<file path="src/rtl/div_iter_ctrl_pkg.sv">
// Shared definitions for the iterative radix-2 divider: default widths and
// the sequencing FSM state encoding.
package div_iter_ctrl_pkg;

   localparam int DIV_DATA_W = 32;   // operand/result width
   localparam int DIV_CNT_W  = 5;    // iteration counter width, log2(DIV_DATA_W)

   // Sequencing states of the divider.
   typedef enum logic [1:0] {
      DIV_IDLE = 2'd0,   // waiting for a request
      DIV_CALC = 2'd1,   // one restoring step per cycle
      DIV_FIX  = 2'd2,   // apply quotient/remainder signs
      DIV_DONE = 2'd3    // result valid, waiting for res_ack
   } div_state_e;

endpackage : div_iter_ctrl_pkg

</file>
<file path="src/rtl/div_iter_ctrl_div_step.sv">
// One restoring division iteration, purely combinational. Kept as its own
// block so several copies can later be chained for a higher radix.
module div_step #(
   parameter int DATA_W = 32
) (
   input  logic [DATA_W-1:0] r_in,
   input  logic [DATA_W-1:0] q_in,
   input  logic [DATA_W-1:0] d,
   output logic [DATA_W-1:0] r_out,
   output logic [DATA_W-1:0] q_out
);

   logic [DATA_W:0] r_sh;

   // Shift {r,q} left by one, then subtract the divisor if it fits.
   always_comb begin
      // NOTE: r_sh needs DATA_W+1 bits because 2r+1 can exceed DATA_W bits
      // when the divisor is large; only the low bits survive the subtract.
      r_sh = {r_in, q_in[DATA_W-1]};
      if (r_sh >= {1'b0, d}) begin
         r_out = r_sh[DATA_W-1:0] - d;
         q_out = {q_in[DATA_W-2:0], 1'b1};
      end else begin
         r_out = r_sh[DATA_W-1:0];
         q_out = {q_in[DATA_W-2:0], 1'b0};
      end
   end

endmodule : div_step

</file>
<file path="src/rtl/div_iter_ctrl.sv">
// Iterative radix-2 divider with its sequencing FSM for the EX stage.
// Accepts one request in IDLE, runs DATA_W restoring steps, fixes signs,
// then holds quotient and remainder valid until EX acknowledges them.
module div_iter_ctrl
   import div_iter_ctrl_pkg::*;
#(
   parameter int DATA_W = DIV_DATA_W,
   parameter int CNT_W  = DIV_CNT_W
) (
   input  logic              clk,
   input  logic              reset,
   input  logic              div_req,
   input  logic              div_signed,
   input  logic [DATA_W-1:0] dividend,
   input  logic [DATA_W-1:0] divisor,
   input  logic              flush,
   input  logic              res_ack,
   output logic              div_busy,
   output logic              div_done,
   output logic [DATA_W-1:0] quotient,
   output logic [DATA_W-1:0] remainder
);

   div_state_e        state_q, state_d;
   logic [CNT_W-1:0]  cnt_q, cnt_d;
   logic [DATA_W-1:0] r_q, r_d;        // partial remainder
   logic [DATA_W-1:0] q_q, q_d;        // quotient being shifted in
   logic [DATA_W-1:0] d_q, d_d;        // |divisor|
   logic              q_neg_q, q_neg_d;
   logic              r_neg_q, r_neg_d;
   logic [DATA_W-1:0] quot_q, quot_d;
   logic [DATA_W-1:0] rem_q, rem_d;

   logic [DATA_W-1:0] step_r, step_q;
   logic [DATA_W-1:0] a_abs, b_abs;

   div_step #(.DATA_W(DATA_W)) u_step (
      .r_in  (r_q),
      .q_in  (q_q),
      .d     (d_q),
      .r_out (step_r),
      .q_out (step_q)
   );

   // Magnitudes of the operands; only signed ops take the absolute value.
   always_comb begin
      a_abs = (div_signed && dividend[DATA_W-1]) ? -dividend : dividend;
      b_abs = (div_signed && divisor[DATA_W-1])  ? -divisor  : divisor;
   end

   // Next-state, datapath and result update for the divider FSM.
   always_comb begin
      // NOTE: every signal assigned here gets a hold-value default first, so
      // no path through the case can leave one unassigned and infer a latch.
      state_d = state_q;
      cnt_d   = cnt_q;
      r_d     = r_q;
      q_d     = q_q;
      d_d     = d_q;
      q_neg_d = q_neg_q;
      r_neg_d = r_neg_q;
      quot_d  = quot_q;
      rem_d   = rem_q;

      if (flush) begin
         // Kill wins over everything; results are left as they were.
         state_d = DIV_IDLE;
      end else begin
         case (state_q)
            DIV_IDLE: begin
               if (div_req) begin
                  if (divisor == '0) begin
                     quot_d  = '1;
                     rem_d   = dividend;
                     state_d = DIV_DONE;
                  end else begin
                     r_d     = '0;
                     q_d     = a_abs;
                     d_d     = b_abs;
                     q_neg_d = div_signed & (dividend[DATA_W-1] ^ divisor[DATA_W-1]);
                     r_neg_d = div_signed & dividend[DATA_W-1];
                     cnt_d   = '0;
                     state_d = DIV_CALC;
                  end
               end
            end
            DIV_CALC: begin
               r_d   = step_r;
               q_d   = step_q;
               cnt_d = cnt_q + CNT_W'(1);
               if (cnt_q == CNT_W'(DATA_W - 1)) begin
                  state_d = DIV_FIX;
               end
            end
            DIV_FIX: begin
               quot_d  = q_neg_q ? -q_q : q_q;
               rem_d   = r_neg_q ? -r_q : r_q;
               state_d = DIV_DONE;
            end
            DIV_DONE: begin
               // div_req is gated by div_done upstream, so only res_ack matters.
               if (res_ack) begin
                  state_d = DIV_IDLE;
               end
            end
            default: state_d = DIV_IDLE;
         endcase
      end
   end

   // State, datapath and result registers with synchronous reset.
   always_ff @(posedge clk) begin
      // NOTE: sequential state uses non-blocking assignments so every flop
      // samples the pre-edge values regardless of statement order.
      if (reset) begin
         state_q <= DIV_IDLE;
         cnt_q   <= '0;
         r_q     <= '0;
         q_q     <= '0;
         d_q     <= '0;
         q_neg_q <= 1'b0;
         r_neg_q <= 1'b0;
         quot_q  <= '0;
         rem_q   <= '0;
      end else begin
         state_q <= state_d;
         cnt_q   <= cnt_d;
         r_q     <= r_d;
         q_q     <= q_d;
         d_q     <= d_d;
         q_neg_q <= q_neg_d;
         r_neg_q <= r_neg_d;
         quot_q  <= quot_d;
         rem_q   <= rem_d;
      end
   end

   assign div_busy  = (state_q == DIV_CALC) || (state_q == DIV_FIX);
   assign div_done  = (state_q == DIV_DONE);
   assign quotient  = quot_q;
   assign remainder = rem_q;

endmodule : div_iter_ctrl
</file>
<file path="config.mk">
export PLATFORM = sky130hd
export DESIGN_NAME = div_iter_ctrl
export DESIGN_NICKNAME = d
export VERILOG_FILES = /design/src/rtl/div_iter_ctrl_pkg.sv /design/src/rtl/div_iter_ctrl_div_step.sv /design/src/rtl/div_iter_ctrl.sv
export SDC_FILE = /design/constraint.sdc
export NUM_CORES = 1
export LEC_CHECK = 0
export CELL_PAD_IN_SITES_DETAIL_PLACEMENT = 0
export CELL_PAD_IN_SITES_GLOBAL_PLACEMENT = 1
export CORE_MARGIN = 8
export CORE_UTILIZATION = 43
export CTS_BUF_LIST = sky130_fd_sc_hd__clkbuf_8 sky130_fd_sc_hd__clkbuf_16
export CTS_CLUSTER_SIZE = 28
export DETAILED_ROUTE_END_ITERATION = 16
export GPL_ROUTABILITY_DRIVEN = 0
export HOLD_SLACK_MARGIN = 0.02
export PLACE_DENSITY_LB_ADDON = 0.25
export SLEW_MARGIN = 20
export SYNTH_ARGS = -nofsm -noshare
export SYNTH_HDL_FRONTEND = slang
export SYNTH_HIERARCHICAL = 1
export SYNTH_SLANG_ARGS = --single-unit
</file>
<file path="constraint.sdc">
create_clock -name clk -period 4 [get_ports clk]
set_input_delay 0.8 -clock clk [delete_from_list [all_inputs] [get_ports clk]]
set_output_delay 0.8 -clock clk [all_outputs]
set_load 0.01 [all_outputs]
</file>
==> qor.json, run 1 <==
{
  "dr_wl_met3": {"value": 1.97, "unit": "mm"},
  "setup_viol": {"value": 0},
  "multiInputGateArea": {"value": 7670, "unit": "sq um"},
  "regArea": {"value": 3380, "unit": "sq um"},
  "floorplan.die_area": {"value": 33400, "unit": "sq um"},
  "crit_buf_inv": {"value": 3},
  "die_x": {"value": 183, "unit": "um"},
  "finClkSkew": {"value": 13.0, "unit": "ps"},
  "synth.lib_cells_used.distinct": {"value": 71},
  "post-synth-top-area-cell": {"value": "sky130_fd_sc_hd__dfxtp_1"},
  "final.period_utilization": {"value": 0.880},
  "whs_path_depth": {"value": 2},
  "rows": {"value": 61},
  "synth-edff-count": {"value": 0},
  "clkSlewWorstSetupHoldPaths": {"value": 80, "unit": "ps"},
  "cts.repair_timing.setup_buffer_count": {"value": 0},
  "max_clock_freq": {"value": 284, "unit": "MHz"},
  "detail_route.wirelength": {"value": 38.0, "unit": "mm"},
  "globalRouteTotalUtil": {"value": 0.224},
  "number_of_levels_the_h_tree_was_split_into": {"value": 4},
  "crit_arrival": {"value": 3820, "unit": "ps"},
  "first_iter_violations": {"value": 937},
  "root_buffer": {"value": "sky130_fd_sc_hd__clkbuf_16"},
  "worst_slew_slack_as_a_fraction_of_its_limit": {"value": 0.324},
  "hold_end": {"value": "remainder[4]$_SDFFE_PP0P_"},
  "mappedNetlistArea": {"value": 11900, "unit": "sq um"},
  "power": {"value": 5.64, "unit": "mW"},
  "num_vias": {"value": 11399},
  "rr_startpoint": {"value": "d_q[11]$_SDFFE_PP0P_"},
  "cts_repair_resize_count": {"value": 0},
  "synth.ff_latch_count": {"value": 169},
  "worst_path_largest_cell_delay": {"value": 480, "unit": "ps"},
  "irDropWorstVdd": {"value": 250, "unit": "uV"},
  "final.fill_count": {"value": 2778},
  "timing_worst_setup_path_type": {"value": "flip-flop to flip-flop"},
  "period_needed": {"value": 3520, "unit": "ps"},
  "synthesis.yosys.warnings": {"value": 6},
  "critPathTopFamily": {"value": "simple AND/OR/NAND/NOR gates"},
  "overflow": {"value": 0},
  "max_cap_viol_count": {"value": 0},
  "largest_net_degree_at_the_start_of_global_routing": {"value": 69},
  "ff2ff_setup_slack": {"value": 480, "unit": "ps"},
  "rr_worst_depth": {"value": 14},
  "synth_nets": {"value": 1661},
  "drt_drc": {"value": 0},
  "route.top_layer_used": {"value": "met4"},
  "async_flop_share": {"value": 0},
  "timing.rr.end": {"value": "r_q[4]$_SDFFE_PP0P_"},
  "finish.net_count": {"value": 1724},
  "power.density_cell_area": {"value": 400, "unit": "nW/um^2"},
  "hpwl": {"value": 28.5, "unit": "mm"},
  "rsz0062_at_grt": {"value": "no"},
  "netlist_instances": {"value": 1547},
  "seq_area_frac_synth": {"value": 0.283},
  "synthDominantCellAreaShare": {"value": 0.283},
  "drive_gt1_frac": {"value": 0.0801},
  "layout_setup_ws": {"value": 479, "unit": "ps"},
  "worstMarginPinSlew": {"value": 1010, "unit": "ps"},
  "cts.sink_count": {"value": 169},
  "kind_of_capture_point_of_the_worst_setup_path": {"value": "flip-flop"},
  "port-buffer-count": {"value": 135},
  "final_core_util": {"value": 0.512},
  "detail_route.vias_per_cell": {"value": 5.69},
  "tritoncts": {"value": "yes"},
  "grt_first_pass_wirelength": {"value": 59.9, "unit": "mm"},
  "worst_skew_pair.late_latency": {"value": 440, "unit": "ps"},
  "p_leak": {"value": 5.25, "unit": "nW"},
  "slowest_stage": {"value": "sky130_fd_sc_hd__nor3_1"},
  "detailedRoute.firstPassIterationCount": {"value": 5},
  "cts-hold-fix-buffers": {"value": 0},
  "finalHoldViolations": {"value": 0},
  "core_area": {"value": 27600, "unit": "sq um"},
  "buffer_depth_of_the_longest_clock_path": {"value": 2},
  "initial_utilization": {"value": 0.433},
  "crit_path_start_kind": {"value": "flip-flop"},
  "worst_setup_slack_before_clock_tree_synthesis": {"value": 204, "unit": "ps"},
  "worstPathMaxFanout": {"value": 18},
  "whs": {"value": 457, "unit": "ps"},
  "yosys-top-cells-area": {"value": "sky130_fd_sc_hd__dfxtp_1 (28%), sky130_fd_sc_hd__a21oi_1 (6.6%), sky130_fd_sc_hd__nand2_1 (6.2%), sky130_fd_sc_hd__xnor2_1 (6.1%), sky130_fd_sc_hd__ha_1 (4.5%)"},
  "cell_chain_of_the_critical_path": {"value": "inv_1 -> ha_1 -> nand4_1 -> nor3_1 -> o211ai_1 -> nor4b_4 -> o21ai_2 -> a31oi_4 -> o21a_4 -> inv_2 -> buf_4 -> mux2_2 -> nand2_1 -> a21oi_1"},
  "postRouteAntennaNets": {"value": 0},
  "pin_count": {"value": 136},
  "synth_ff_type": {"value": "sky130_fd_sc_hd__dfxtp_1"},
  "min-delay-path-class": {"value": "flip-flop to flip-flop"},
  "wl_met2": {"value": 17.7, "unit": "mm"},
  "grt_pass1_vias": {"value": 10622},
  "timing.setup.tns": {"value": 0, "unit": "ps"},
  "wire_per_inst": {"value": 19.0, "unit": "um"},
  "synth_area_per_cell": {"value": 7.72, "unit": "sq um"},
  "number_of_antenna_violations_at_the_first_check_in_global_routing": {"value": 0},
  "die_height": {"value": 183, "unit": "um"},
  "areaGrowthSynthToFinish": {"value": 18.1, "unit": "%"},
  "routedLengthMet1": {"value": 17.8, "unit": "mm"},
  "drv_slew": {"value": 0},
  "worst_ep_required_time": {"value": 4300, "unit": "ps"},
  "cts_buffers": {"value": 17},
  "run_status": {"value": "finished clean"},
  "hp-start": {"value": "remainder[4]$_SDFFE_PP0P_"}
}
synthesized netlist by cell type (15+ instances only):
| library cell | n |
|---|---|
| sky130_fd_sc_hd__nor3_1 | 28 |
| sky130_fd_sc_hd__nand2_1 | 198 |
| sky130_fd_sc_hd__o21ai_0 | 73 |
| sky130_fd_sc_hd__nor2_1 | 119 |
| sky130_fd_sc_hd__dfxtp_1 | 169 |
| sky130_fd_sc_hd__o31ai_1 | 31 |
| sky130_fd_sc_hd__mux2_2 | 20 |
| sky130_fd_sc_hd__xor2_1 | 61 |
| sky130_fd_sc_hd__inv_1 | 59 |
| sky130_fd_sc_hd__buf_4 | 33 |
| sky130_fd_sc_hd__clkbuf_1 | 82 |
| sky130_fd_sc_hd__o41ai_1 | 32 |
| sky130_fd_sc_hd__a21oi_1 | 158 |
| sky130_fd_sc_hd__xnor2_1 | 83 |
| sky130_fd_sc_hd__nor4_1 | 15 |
| sky130_fd_sc_hd__or3_1 | 15 |
| sky130_fd_sc_hd__mux2i_1 | 24 |
| sky130_fd_sc_hd__nand3_1 | 26 |
| sky130_fd_sc_hd__a31oi_1 | 18 |
| sky130_fd_sc_hd__a211oi_1 | 37 |
| sky130_fd_sc_hd__o211ai_1 | 29 |
| sky130_fd_sc_hd__ha_1 | 43 |
metal layers:
layer  track usage  vias up
met5             0        -
met4        0.0482        0
met3        0.0364       24
met2         0.370      281
met1         0.302     5451
li1              -     5643
cell usage in the layout (no fill, tap or decap), types with 31 or more instances in the layout:
master                              n
sky130_fd_sc_hd__inv_1             59
sky130_fd_sc_hd__nor2_1           118
sky130_fd_sc_hd__xor2_1            61
sky130_fd_sc_hd__dfxtp_1          169
sky130_fd_sc_hd__a211oi_1          37
sky130_fd_sc_hd__nand2_1          198
sky130_fd_sc_hd__buf_4             37
sky130_fd_sc_hd__o21ai_0           72
sky130_fd_sc_hd__clkdlybuf4s50_1  134
sky130_fd_sc_hd__o31ai_1           31
sky130_fd_sc_hd__xnor2_1           83
sky130_fd_sc_hd__ha_1              42
sky130_fd_sc_hd__a21oi_1          157
sky130_fd_sc_hd__o41ai_1           32
cell type report:
type                    instances  share of cell area
inverters                      60              0.0160
well taps                     378              0.0335
clock buffers                  17              0.0302
clock inverters                15              0.0140
diodes                          1            0.000177
flip-flops and latches        169               0.240
repair buffers                176               0.122
multi-input cells            1186               0.544
where the power goes:
part | internal [mW] | switching (mW)
registers | 1.76 | 0.103
logic | 0.919 | 1.13
clock network | 0.860 | 0.863
total | 3.54 | 2.10
stage by stage:
step / cell area, sq um / std cells
2_1_floorplan: 11900 / 1547
3_3_place_gp: 13500 / 1969
3_5_place_dp: 13500 / 1969
4_1_cts: 14100 / 2001
5_1_grt: 14100 / 2001
6_report: 14100 / 2002
tightest hold or removal path: cells and delay by family (launching register included):
kind,cells,cell delay (ps)
flops,1,320
simple gates,1,50
compound gates,1,50
state kept, by name (all words and copies together), names as in the netlist:
register,cells
r_q,32
q_q,32
quotient,32
d_q,32
r_neg_q,1
q_neg_q,1
cnt_q,5
state_q,2
remainder,32
how the worst max path moves through the flow:
stage	cells after the start	startpoint	slack (ps)	to
floorplan	8	divisor[25]	900	remainder[11]$_SDFFE_PP0P_
global placement	8	divisor[25]	220	q_q[13]$_SDFFE_PP0P_
detailed placement	8	divisor[25]	200	q_q[27]$_SDFFE_PP0P_
CTS	14	d_q[11]$_SDFFE_PP0P_	510	r_q[7]$_SDFFE_PP0P_
global route	14	d_q[11]$_SDFFE_PP0P_	320	r_q[8]$_SDFFE_PP0P_
finish	14	d_q[11]$_SDFFE_PP0P_	480	r_q[4]$_SDFFE_PP0P_
logic make-up (layout without fill, tap and decap cells):
group	after synthesis	in the layout	synth area share
DFF	169	169	0.283
and+or+nand+nor	488	488	0.190
other	0	1	0
muxes	53	53	0.0503
xor gates and xnor gates	144	144	0.106
adders and majority gates	44	44	0.0467
buffers and inverters	192	268	0.0767
AOI/OAI and AO/OA	457	457	0.247
(Power assumes the default switching activity.)
==> run 2, diff against run 1 <==
--- a/config.mk
+++ b/config.mk
@@ -14,6 +14,7 @@
 export DETAILED_ROUTE_END_ITERATION = 16
 export GPL_ROUTABILITY_DRIVEN = 0
 export HOLD_SLACK_MARGIN = 0.02
+export MAX_ROUTING_LAYER = met4
 export PLACE_DENSITY_LB_ADDON = 0.25
 export SLEW_MARGIN = 20
 export SYNTH_ARGS = -nofsm -noshare
==> run 2 against run 1 <==
Compared with the run above:
- sequential power is essentially flat
- setup slack better by 17 ps
- wire length down 0.40%
- core utilization hardly changed
- register-to-register slack improved by 20 ps
- critical endpoint is now r_q[8]$_SDFFE_PP0P_
==> qor.json, run 2 (synthesized netlist as in run 1, its figures left out) <==
{
  "min-delay-path-class": {"value": "flip-flop to flip-flop"},
  "first_iter_violations": {"value": 920, "change": "-1.8%"},
  "die_height": {"value": 183, "unit": "um", "change": "unchanged"},
  "period_needed": {"value": 3500, "unit": "ps", "change": "-17.3 ps"},
  "crit_arrival": {"value": 3810, "unit": "ps", "change": "about the same"},
  "areaGrowthSynthToFinish": {"value": 18.1, "unit": "%", "change": "about the same"},
  "cts.sink_count": {"value": 169, "change": "unchanged"},
  "root_buffer": {"value": "sky130_fd_sc_hd__clkbuf_16"},
  "grt_pass1_vias": {"value": 10628, "change": "+0.056%"},
  "cts_buffers": {"value": 17, "change": "unchanged"},
  "max_clock_freq": {"value": 285, "unit": "MHz", "change": "+0.49%"},
  "insertedDiodeCount": {"value": 0, "change": "-1"},
  "timing.setup.tns": {"value": 0, "unit": "ps", "change": "unchanged"},
  "timing.rr.end": {"value": "r_q[8]$_SDFFE_PP0P_"},
  "floorplan.die_area": {"value": 33400, "unit": "sq um", "change": "unchanged"},
  "clkSlewWorstSetupHoldPaths": {"value": 80, "unit": "ps", "change": "about the same"},
  "detail_route.vias_per_cell": {"value": 5.69, "change": "about the same"},
  "power.density_cell_area": {"value": 400, "unit": "nW/um^2", "change": "about the same"},
  "ff2ff_setup_slack": {"value": 500, "unit": "ps", "change": "+20 ps"},
  "pin_count": {"value": 136, "change": "unchanged"},
  "overflow": {"value": 0, "change": "unchanged"},
  "postRouteAntennaNets": {"value": 0, "change": "unchanged"},
  "worst_setup_path_endpoint": {"value": "r_q[8]$_SDFFE_PP0P_"},
  "drt_drc": {"value": 0, "change": "unchanged"},
  "final_cell_mix": {"value": "sky130_fd_sc_hd__nand2_1 (198), sky130_fd_sc_hd__dfxtp_1 (169), sky130_fd_sc_hd__a21oi_1 (157)"},
  "drive_gt1_frac": {"value": 0.0801, "change": "unchanged"},
  "worst_slew_slack_as_a_fraction_of_its_limit": {"value": 0.333, "change": "+0.00934"},
  "wire_per_inst": {"value": 18.9, "unit": "um", "change": "-0.35%"},
  "rr_startpoint": {"value": "d_q[11]$_SDFFE_PP0P_"},
  "grt_first_pass_wirelength": {"value": 59.9, "unit": "mm", "change": "about the same"},
  "setup_viol": {"value": 0, "change": "unchanged"},
  "port-buffer-count": {"value": 135, "change": "unchanged"},
  "irDropWorstVdd": {"value": 252, "unit": "uV", "change": "+0.86%"},
  "tritoncts": {"value": "yes"},
  "worst_setup_slack_before_clock_tree_synthesis": {"value": 204, "unit": "ps", "change": "unchanged"},
  "drv_slew": {"value": 0, "change": "unchanged"},
  "final.fill_count": {"value": 2779, "change": "+0.036%"},
  "kind_of_capture_point_of_the_worst_setup_path": {"value": "flip-flop"},
  "largest_net_degree_at_the_start_of_global_routing": {"value": 69, "change": "unchanged"},
  "worstPathMaxFanout": {"value": 18, "change": "unchanged"},
  "cts-hold-fix-buffers": {"value": 0, "change": "unchanged"},
  "cts_repair_resize_count": {"value": 0, "change": "unchanged"},
  "initial_utilization": {"value": 0.433, "change": "unchanged"},
  "timing_worst_setup_path_type": {"value": "flip-flop to flip-flop"},
  "worst_skew_pair.late_latency": {"value": 440, "unit": "ps", "change": "about the same"},
  "buffer_depth_of_the_longest_clock_path": {"value": 2, "change": "unchanged"},
  "finalHoldViolations": {"value": 0, "change": "unchanged"},
  "rows": {"value": 61, "change": "unchanged"},
  "layout_setup_ws": {"value": 497, "unit": "ps", "change": "+17.3 ps"},
  "detail_route.wirelength": {"value": 37.9, "unit": "mm", "change": "-0.40%"},
  "core_area": {"value": 27600, "unit": "sq um", "change": "unchanged"},
  "layout.cells.most_common": {"value": "sky130_fd_sc_hd__nand2_1"},
  "rsz0062_at_grt": {"value": "no"},
  "hpwl": {"value": 28.5, "unit": "mm", "change": "unchanged"},
  "number_of_antenna_violations_at_the_first_check_in_global_routing": {"value": 0, "change": "unchanged"},
  "max_cap_viol_count": {"value": 0, "change": "unchanged"},
  "cp-startpoint": {"value": "d_q[11]$_SDFFE_PP0P_"},
  "finish.net_count": {"value": 1724, "change": "unchanged"},
  "p_leak": {"value": 5.25, "unit": "nW", "change": "about the same"},
  "worst_ep_required_time": {"value": 4300, "unit": "ps", "change": "about the same"},
  "finClkSkew": {"value": 14.8, "unit": "ps", "change": "+1.82 ps"},
  "run_status": {"value": "finished clean"},
  "cts.repair_timing.setup_buffer_count": {"value": 0, "change": "unchanged"},
  "final.period_utilization": {"value": 0.876, "change": "-0.00432"},
  "crit_path_start_kind": {"value": "flip-flop"},
  "worstMarginPinSlew": {"value": 999, "unit": "ps", "change": "-14.0 ps"},
  "rr_worst_depth": {"value": 14, "change": "unchanged"},
  "detailedRoute.firstPassIterationCount": {"value": 5, "change": "unchanged"},
  "globalRouteTotalUtil": {"value": 0.230, "change": "+0.00623"},
  "number_of_levels_the_h_tree_was_split_into": {"value": 4, "change": "unchanged"},
  "num_vias": {"value": 11384, "change": "-0.13%"},
  "die_x": {"value": 183, "unit": "um", "change": "unchanged"}
}
## run 2: changes by cell type in the layout (fill, tap and decap cells not counted), sizes merged
| cell | delta |
|---|---|
| diode | -1 |
## run 2: how the worst min path moves through the flow
stage / from / to / slack [ps] / cells past startpoint
4_1_cts: remainder[4]$_SDFFE_PP0P_ / remainder[4]$_SDFFE_PP0P_ / 460 / 2
3_3_place_gp: cnt_q[4]$_SDFFE_PP0P_ / cnt_q[4]$_SDFFE_PP0P_ / 440 / 2
2_1_floorplan: d_q[31]$_SDFFE_PP0P_ / d_q[31]$_SDFFE_PP0P_ / 430 / 2
5_1_grt: remainder[4]$_SDFFE_PP0P_ / remainder[4]$_SDFFE_PP0P_ / 490 / 2
6_report: remainder[4]$_SDFFE_PP0P_ / remainder[4]$_SDFFE_PP0P_ / 460 / 2
3_5_place_dp: remainder[4]$_SDFFE_PP0P_ / remainder[4]$_SDFFE_PP0P_ / 450 / 2
## run 2: metrics by stage
stage | cells | utilization | hold slack [ps] | power (mW) | area, sq um
2_1_floorplan | 1547 | - | 432 | 3.44 | 11900
3_3_place_gp | 1969 | 0.489 | 444 | 3.92 | 13500
3_5_place_dp | 1969 | 0.489 | 449 | 3.93 | 13500
4_1_cts | 2001 | 0.512 | 461 | 5.66 | 14100
5_1_grt | 2001 | 0.512 | 486 | 5.95 | 14100
6_report | 2001 | 0.512 | 458 | 5.64 | 14100
## run 2: power breakdown
group          internal (mW)  switching, mW  leakage, nW
sequential              1.76          0.103         1.37
clock                  0.860          0.861        0.297
combinational          0.919           1.13         3.58
## run 2: critical path: stages, from the launching register on
cell and delay, ps:
sky130_fd_sc_hd__dfxtp_1 360, sky130_fd_sc_hd__inv_1 90, sky130_fd_sc_hd__ha_1 410, sky130_fd_sc_hd__nand4_1 200
sky130_fd_sc_hd__nor3_1 460, sky130_fd_sc_hd__o211ai_1 220, sky130_fd_sc_hd__nor4b_4 210, sky130_fd_sc_hd__o21ai_2 200
sky130_fd_sc_hd__a31oi_4 130, sky130_fd_sc_hd__o21a_4 270, sky130_fd_sc_hd__inv_2 60, sky130_fd_sc_hd__buf_4 270
sky130_fd_sc_hd__mux2_2 370, sky130_fd_sc_hd__nand2_1 60, sky130_fd_sc_hd__a21oi_1 60
## run 2: area by class of cell
cell class	count	area [sq um]	share of cell area
repair buffers	176	1720	0.122
well taps	378	473	0.0335
multi-input cells	1186	7670	0.544
clock inverters	15	198	0.0140
flip-flops and latches	169	3380	0.240
clock buffers	17	425	0.0302
inverters	60	225	0.0160
## run 2: per-layer routing
metal / up-vias / track usage / share of wire / wire, um
met5: - / - / 0 / 0
met4: 0 / 0.0482 / 0.013 / 510
met3: 27 / 0.0334 / 0.053 / 2000
met2: 310 / 0.370 / 0.47 / 17700
met1: 5391 / 0.303 / 0.47 / 17700
li1: 5656 / - / - / -
==> run 3, diff against run 2 <==
--- a/config.mk
+++ b/config.mk
@@ -16,7 +16,6 @@
 export HOLD_SLACK_MARGIN = 0.02
 export MAX_ROUTING_LAYER = met4
 export PLACE_DENSITY_LB_ADDON = 0.25
-export SLEW_MARGIN = 20
 export SYNTH_ARGS = -nofsm -noshare
 export SYNTH_HDL_FRONTEND = slang
 export SYNTH_HIERARCHICAL = 1
==> results of run 3 <==
No change in the layout: final DEF, timing and power equal those of run 2.
